### src/rtl/fft_mdc_pkg.sv
// Shared types and helpers for the MDC FFT pipeline stages.
// Holds the default sample width, the complex sample struct and a log2 helper.
package fft_mdc_pkg;

    localparam int MDC_WIDTH = 9;

    typedef struct packed {
        logic signed [MDC_WIDTH-1:0] re;
        logic signed [MDC_WIDTH-1:0] im;
    } cplx_t;

    // Ceiling log2; returns 0 for v <= 1.
    function automatic int clog2(input int v);
        int r;
        r = 0;
        while ((1 << r) < v) r++;
        return r;
    endfunction

endpackage

### src/rtl/mdc_delay_line.sv
// DEPTH-word shift register with enable and async reset; q is the word
// written DEPTH enabled cycles ago. DEPTH=1 is a single register.
module mdc_delay_line #(
    parameter int W     = 18,
    parameter int DEPTH = 16
) (
    input  logic         clk,
    input  logic         rst,
    input  logic         en,
    input  logic [W-1:0] d,
    output logic [W-1:0] q
);

    logic [W-1:0] mem [DEPTH];

    always_ff @(posedge clk or posedge rst) begin
        if (rst) begin
            for (int i = 0; i < DEPTH; i++) mem[i] <= '0;
        end else if (en) begin
            mem[0] <= d;
            for (int i = 1; i < DEPTH; i++) mem[i] <= mem[i-1];
        end
    end

    assign q = mem[DEPTH-1];

endmodule

### src/rtl/mdc_delay_commutator.sv
// Radix-2 MDC delay-commutator: upper delay, swap commutator, lower delay.
// Optional straight pass-through mode when MDC_COM_BYPASS_EN is defined.
module mdc_delay_commutator
    import fft_mdc_pkg::*;
#(
    parameter int WIDTH = MDC_WIDTH,
    parameter int DEPTH = 16
) (
    input  logic                    clk,
    input  logic                    rst,
    input  logic                    in_valid,
    input  logic                    in_sync,
`ifdef MDC_COM_BYPASS_EN
    input  logic                    bypass,
`endif
    input  logic signed [WIDTH-1:0] inUI_re,
    input  logic signed [WIDTH-1:0] inUI_im,
    input  logic signed [WIDTH-1:0] inLI_re,
    input  logic signed [WIDTH-1:0] inLI_im,
    output logic                    out_valid,
    output logic                    out_sync,
    output logic signed [WIDTH-1:0] Up_out_re,
    output logic signed [WIDTH-1:0] Up_out_im,
    output logic signed [WIDTH-1:0] Low_out_re,
    output logic signed [WIDTH-1:0] Low_out_im
);

    localparam int CW = clog2(2 * DEPTH);
    localparam int SB = clog2(DEPTH);
    localparam int WW = clog2(DEPTH + 1);
    localparam logic [CW-1:0] D_CNT  = CW'(DEPTH);
    localparam logic [WW-1:0] D_WARM = WW'(DEPTH);

    typedef struct packed {
        logic signed [WIDTH-1:0] re;
        logic signed [WIDTH-1:0] im;
    } sample_t;

    sample_t u_in, l_in, u_del, l_del, cu, cl;
    sample_t up_q, low_q;

    logic          run;
    logic [CW-1:0] cnt, n_eff;
    logic [WW-1:0] warm, warm_eff;
    logic          swap, warm_done, frame_start;

    assign u_in = '{re: inUI_re, im: inUI_im};
    assign l_in = '{re: inLI_re, im: inLI_im};

`ifdef MDC_COM_BYPASS_EN
    assign run = in_valid && !bypass;
`else
    assign run = in_valid;
`endif

    // An accepted sync pair is n=0 regardless of the stored counter values.
    always_comb begin
        n_eff       = in_sync ? '0 : cnt;
        warm_eff    = in_sync ? '0 : warm;
        swap        = n_eff[SB];
        warm_done   = (warm_eff == D_WARM);
        frame_start = warm_done && (n_eff == D_CNT);
        cu          = swap ? l_in  : u_del;
        cl          = swap ? u_del : l_in;
    end

    always_ff @(posedge clk or posedge rst) begin
        if (rst) begin
            cnt  <= '0;
            warm <= '0;
        end else if (run) begin
            cnt  <= n_eff + 1'b1;
            warm <= warm_done ? warm_eff : warm_eff + 1'b1;
        end
    end

    mdc_delay_line #(.W(2 * WIDTH), .DEPTH(DEPTH)) u_upper_dl (
        .clk (clk),
        .rst (rst),
        .en  (run),
        .d   (u_in),
        .q   (u_del)
    );

    mdc_delay_line #(.W(2 * WIDTH), .DEPTH(DEPTH)) u_lower_dl (
        .clk (clk),
        .rst (rst),
        .en  (run),
        .d   (cl),
        .q   (l_del)
    );

    // Data registers hold when nothing is emitted; only the strobes drop.
    always_ff @(posedge clk or posedge rst) begin
        if (rst) begin
            out_valid <= 1'b0;
            out_sync  <= 1'b0;
            up_q      <= '0;
            low_q     <= '0;
        end else begin
            out_valid <= 1'b0;
            out_sync  <= 1'b0;
`ifdef MDC_COM_BYPASS_EN
            if (bypass) begin
                if (in_valid) begin
                    out_valid <= 1'b1;
                    out_sync  <= in_sync;
                    up_q      <= u_in;
                    low_q     <= l_in;
                end
            end else
`endif
            if (run && warm_done) begin
                out_valid <= 1'b1;
                out_sync  <= frame_start;
                up_q      <= cu;
                low_q     <= l_del;
            end
        end
    end

    assign Up_out_re  = up_q.re;
    assign Up_out_im  = up_q.im;
    assign Low_out_re = low_q.re;
    assign Low_out_im = low_q.im;

endmodule

### config.mk
export PLATFORM = sky130hd
export DESIGN_NAME = mdc_delay_commutator
export DESIGN_NICKNAME = d
export VERILOG_FILES = /design/src/rtl/fft_mdc_pkg.sv /design/src/rtl/mdc_delay_line.sv /design/src/rtl/mdc_delay_commutator.sv
export SDC_FILE = /design/constraint.sdc
export NUM_CORES = 1
export LEC_CHECK = 0
export ABC_AREA = 1
export BUFFER_PORTS_ARGS = -buffer_cell sky130_fd_sc_hd__buf_4
export CORE_MARGIN = 1
export CORE_UTILIZATION = 40
export DETAILED_ROUTE_END_ITERATION = 10
export HOLD_SLACK_MARGIN = 0.02
export SYNTH_ARGS = -nofsm -noshare
export SYNTH_HDL_FRONTEND = slang
export SYNTH_HIERARCHICAL = 1
export SYNTH_SLANG_ARGS = --single-unit
### constraint.sdc
create_clock -name clk -period 12.3 [get_ports clk]
set_clock_uncertainty 0.2 [all_clocks]
set_input_delay 1.23 -clock clk [delete_from_list [all_inputs] [get_ports clk]]
set_output_delay 1.23 -clock clk [all_outputs]
set_load 0.05 [all_outputs]
==> metrics.yaml, run 1 <==
status:
  status: "complete, no violations"
clock_network:
  cts.sinks: 624
  cts_tree: "yes"
  cts_setup_buffers: 0
  clock_latency_ns: 0.60
  clk_path_buf_depth: 3
  htreeDepth: 2
  ctsHoldBuffers: 0
  post_cts_resized: 0
  root_buffer: "clkbuf_16"
  clkSlewWorstSetupHoldPaths_ns: 0.06
  cts_made_buffers: 60
min_path:
  holdPathStages: 2
  hold_path.class: "reg -> reg"
job:
  cap_violations: 0
setup_path:
  cp_max_fo: 114
  critical_path_depth: 5
  slowest_stage: "buf_4"
  crit_family: "buffers and inverters"
  critPathArrivalTime_ns: 3.93
  crit_path_start_kind: "input pin"
  worst_r2r_path_depth: 7
  cp_cell_sequence: "buf_8, buf_4, buf_4, nand2_1, nand2_1"
  timing.critical_path.buf_inv: 3
  worstSetupPathType: "in -> reg"
  worst_path_largest_cell_delay_ns: 0.91
  end_kind: "flop"
  critPathRequiredTime_ns: 12.62
  r2r_slack_ns: 10.22
synthesis:
  synth-edff-count: 0
  yosys.area.top_type: "dfrtp_1"
  yosysSeqAreaShare_pct: 64.08
  synthArstFlopShare_pct: 100.0
  synth.most_common_cell: "nand2_1"
  synthFlopType: "dfrtp_1"
  syn-mean-instance-area_sq_um: 8.766
  syn_area_sq_um: 24370
  synthTopCellsByArea: "dfrtp_1 (64%), nand2_1 (29%), buf_4 (2.7%), buf_2 (1.3%), o21ai_0 (0.97%)"
  ys_ff_latch: 624
  ys_warn_count: 6
  synth_cells: 2780
  synth_cell_types: 23
  synth_nets: 2822
  synth.top_cell.area_share_pct: 64.08
  synth_common_cells: "nand2_1 (1,858), dfrtp_1 (624), buf_4 (87)"
route:
  drt_pass1_iterations: 5
  routed_wirelength_um: 43340
  num_vias: 16350
  drc: 0
  routedWlPerCell_um: 12.11
  vias_per_cell: 4.570
  ant_nets: 0
  drt_iter0_markers: 1174
finish:
  syn_to_final_growth_pct: 10.19
  drive_above_1_share_pct: 7.082
  diodes: 0
  nets: 2794
sta:
  fin_crit_sh_pct: 29.28
  fin_tns_setup_ns: 0
  relSlewSlack_pct: 28.73
  min_period_ns: 3.602
  setup_violations: 0
  timing.hold.ws_ns: 0.2610
  drv_slew: 0
  tightest_slew_ns: 1.069
  hold_violations: 0
  fmax_mhz: 277.7
  rsz0062_at_grt: "no"
global_route:
  antenna_found_initial: 0
  grt_pass1_vias: 16570
  grt_max_degree: 193
  overflow: 0
  grt_use_total_pct: 14.44
  grt_pass1_wl_um: 76370
place:
  hpwlAfterDp_um: 24560
  portBuffers: 77
  gp_congestion: 0.7769
power:
  peakVddDrop_uv: 109.7
  p_per_area_nw_per_um2: 174.4
  power_leakage_nw: 15.03
floorplanning:
  fp-row-count: 90
  fp.dieW_um: 248.8
  fp.dieArea_sq_um: 61910
  initial_utilization_pct: 40.45
  die_h_um: 248.8
  boundaryPins: 78
  coreArea_sq_um: 60250
final timing paths:
path / from / to
setup / recovery: in_valid / u_upper_dl/mem[205]$_DFFE_PP0P_
hold reg to reg: u_upper_dl/mem[112]$_DFFE_PP0P_ / u_upper_dl/mem[94]$_DFFE_PP0P_
max in group asynchronous: rst / u_upper_dl/q[1]$_DFFE_PP0P_
hold / removal: u_upper_dl/mem[112]$_DFFE_PP0P_ / u_upper_dl/mem[94]$_DFFE_PP0P_
setup reg to reg: warm[4]$_DFFE_PP0P_ / Low_out_re[1]$_DFFE_PP0P_
min in group asynchronous: rst / u_lower_dl/mem[281]$_DFFE_PP0P_
final cells by class:
class	instances	area, sq um
Clock buffer	95	1894
Clock inverter	11	73.82
Fill cell	5845	33390
Inverter	37	172.7
Multi-Input combinational cell	1941	7426
Sequential cell	624	15620
Tap cell	782	978.4
Timing Repair Buffer	88	693.2
power by group:
part	total [mW]	internal, mW	switching, mW
combinational	0.384	0.138	0.247
sequential	2.50	2.34	0.161
clock	1.80	1.05	0.753
tightest hold or removal path, cell delays in order, from the launching register on:
cell and delay (ns):
dfrtp_1 0.34, nand2_1 0.05, nand2_1 0.05
state kept, by name, summed over array words and instances, names as in the netlist:
name	cells
Low_out_im	9
Low_out_re	9
Up_out_im	9
Up_out_re	9
cnt	5
out_sync	1
out_valid	1
u_lower_dl/mem	270
u_lower_dl/q	18
u_upper_dl/mem	270
u_upper_dl/q	18
warm	5
layer usage:
layer / vias up / wire, um / track usage, %
met5: - / 0 / 0
met4: 0 / 1005 / 4.579
met3: 68 / 1339 / 2.299
met2: 182 / 21500 / 25.60
met1: 7815 / 19490 / 17.97
li1: 8286 / - / -
layout by cell type, fill, tap and decap left out, types with 7 or more instances in the layout:
| cell | n |
|---|---|
| buf_4 | 85 |
| clkinv_2 | 10 |
| dfrtp_1 | 624 |
| inv_1 | 28 |
| o21ai_1 | 10 |
| nor2_1 | 7 |
| nand2_1 | 1857 |
| o21ai_0 | 47 |
| clkbuf_16 | 61 |
| clkbuf_8 | 24 |
| clkbuf_1 | 10 |
per-stage QoR:
step           worst slack (ns)  power (mW)  cell area (sq um)  util [%]  instances
4_1_cts                   8.704       4.765              26850     44.57       3578
5_1_grt                   8.452       4.940              26850     44.57       3578
6_report                  8.698       4.683              26850     44.57       3578
2_1_floorplan             2.921       2.842              24370         -       2780
3_5_place_dp              8.068       2.931              24890     41.31       3472
3_3_place_gp              8.124       2.910              24890     41.31       3472
cells by family (layout without fill, tap and decap cells):
| logic type | Yosys count | in the layout | synth area share, % |
|---|---|---|---|
| simple gates | 1873 | 1873 | 28.92 |
| flops | 624 | 624 | 64.08 |
| buf+inv | 215 | 231 | 5.463 |
| compound gates | 65 | 65 | 1.402 |
| fa+ha+maj | 2 | 2 | 0.1027 |
| xor+xnor | 1 | 1 | 0.03595 |
Note: power is estimated with default switching activity, not from simulation.
==> inputs of run 2 (changes only) <==
==> constraint.sdc (replaced) <==
create_clock -name clk -period 3.8 [get_ports clk]
set_clock_uncertainty 0.2 [all_clocks]
set_input_delay 0.38 -clock clk [delete_from_list [all_inputs] [get_ports clk]]
set_output_delay 0.38 -clock clk [all_outputs]
set_load 0.05 [all_outputs]
==> run 2 against run 1 <==
  * Cell area increased by 2.4%
  * Largest power group unchanged
  * Sequential share of layout area decreased by 1.4 points
  * Hold slack about the same
  * Critical endpoint is now u_lower_dl/mem[32]$_DFFE_PP0P_
  * Critical path type unchanged
  * Worst setup slack worse by 7.1 ns
  * Total power rose to 3.3 times the previous value
  * Combinational power grew to 3.4 times the previous value
  * Register-to-register slack got worse by 8.4 ns
  * Cell count grew 1.4%
  * Largest cell class unchanged
  * Highest routed layer unchanged
  * Flip-flop and latch count unchanged
==> metrics.yaml, run 2 (synthesis gave the netlist of run 1 again) <==
finish:
  ff_latch_area_sq_um: 15620
  final_core_util_pct: 45.65
  top_regs: "u_lower_dl/mem (270), u_upper_dl/mem (270)"
  layout_common_cells: "nand2_1 (1,857), dfrtp_1 (624), buf_4 (84)"
  final_common_cell: "nand2_1"
  drive_above_1_share_pct: 7.203
  n_fill_cell: 5790
  multi_input_area_sq_um: 7426
  diodes: 0
  syn_to_final_growth_pct: 12.85
  nets: 2842
  instances_no_fill: 3628
setup_path:
  timing.critical_path.buf_inv: 4
  critPathRequiredTime_ns: 4.15
  worst_r2r_path_depth: 4
  critPathArrivalTime_ns: 2.52
  r2r_slack_ns: 1.85
  worst_path_largest_cell_delay_ns: 0.57
  end_kind: "flop"
  cp_max_fo: 154
  r2r-start: "cnt[4]$_DFFE_PP0P_"
  crit_top_cell: "nand2_1"
  crit_path_start_kind: "input pin"
  crit_family: "buffers and inverters"
  r2r_end: "Up_out_im[3]$_DFFE_PP0P_"
  cp_cell_sequence: "dlygate4sd3_1, buf_8, inv_8, buf_4, nand2_1, nand2_1"
  critical_path_depth: 6
  worstSetupPathType: "in -> reg"
  slowest_stage: "dlygate4sd3_1"
  startpoint: "in_valid"
route:
  routed_wirelength_um: 44170
  drt_iter0_markers: 1396
  ant_nets: 0
  drt_pass1_iterations: 5
  num_vias: 16630
  vias_per_cell: 4.585
  drc: 0
  routedWlPerCell_um: 12.17
floorplanning:
  fp-row-count: 90
  fp.dieArea_sq_um: 61910
  fp.dieW_um: 248.8
  coreArea_sq_um: 60250
  die_h_um: 248.8
  initial_utilization_pct: 40.45
  boundaryPins: 78
place:
  gp_congestion: 0.7969
  placed_cells: 3481
  portBuffers: 77
  hpwlAfterDp_um: 25350
global_route:
  grt_max_degree: 223
  overflow: 0
  grt_pass1_wl_um: 77020
  grt_use_total_pct: 14.54
  antenna_found_initial: 0
  grt_pass1_vias: 16570
sta:
  fmax_mhz: 461.8
  hold_violations: 0
  tightest_slew_ns: 1.042
  drv_slew: 0
  rsz0062_at_grt: "no"
  setup_violations: 0
  fin_tns_setup_ns: 0
  min_period_ns: 2.165
  fin_crit_sh_pct: 56.98
  relSlewSlack_pct: 30.44
power:
  p_per_area_nw_per_um2: 561.2
  power_leakage_nw: 15.30
  peakVddDrop_uv: 342.2
clock_network:
  clk_path_buf_depth: 3
  clkSlewWorstSetupHoldPaths_ns: 0.06
  cts_tree: "yes"
  ctsHoldBuffers: 39
  cts_made_buffers: 60
  cts.sinks: 624
  root_buffer: "clkbuf_16"
  post_cts_resized: 0
  cts_setup_buffers: 0
  clock_latency_ns: 0.62
  htreeDepth: 2
status:
  status: "complete, no violations"
min_path:
  holdCritStartpoint: "u_upper_dl/mem[45]$_DFFE_PP0P_"
  min_to: "u_upper_dl/mem[27]$_DFFE_PP0P_"
  holdPathStages: 2
  hold_path.class: "reg -> reg"
job:
  cap_violations: 0
[run 2: layout make-up]
class | count | share of cell area (%)
clock buffer | 90 | 6.492
clock inverter | 18 | 0.9281
inverter | 37 | 0.6005
multi-input combinational | 1941 | 27.00
sequential | 624 | 56.78
tap | 782 | 3.558
timing repair buffer | 136 | 4.641
[run 2: how the worst max path moves through the flow]
stage | end
after floorplan | u_lower_dl/mem[100]$_DFFE_PP0P_
after global placement | u_lower_dl/mem[217]$_DFFE_PP0P_
after detailed placement | Up_out_im[3]$_DFFE_PP0P_
after CTS | u_lower_dl/mem[32]$_DFFE_PP0P_
after global routing | Up_out_re[7]$_DFFE_PP0P_
final | u_lower_dl/mem[32]$_DFFE_PP0P_
[run 2: per-layer routing]
layer	track usage, %	part of all wire (%)
met5	0	0
met4	4.650	2.3
met3	2.257	2.8
met2	25.27	49
met1	18.59	46
[run 2: worst reg2reg max path, stage by stage (launching register included)]
cell,delay [ns]
dfrtp_1,0.38
nand2_1,0.08
inv_2,0.71
o21ai_0,0.32
o21ai_1,0.19
[run 2: per-stage QoR]
step                setup WS, ns  instance area [sq um]  power (mW)  hold slack [ns]
global route               1.504                  27500       16.24           0.2800
detailed placement         1.620                  25070       9.509           0.2566
CTS                        1.702                  27500       15.68           0.2580
finish                     1.635                  27500       15.43           0.2612
floorplan                -0.5992                  24380       9.200           0.2417
global placement           1.667                  25070       9.431           0.2531
[run 2: power by group]
group	leakage (nW)	internal (mW)	switching [mW]	total, mW
clock network	1.01	3.58	2.48	6.05
logic	6.02	0.492	0.807	1.30
registers	8.27	7.56	0.516	8.08
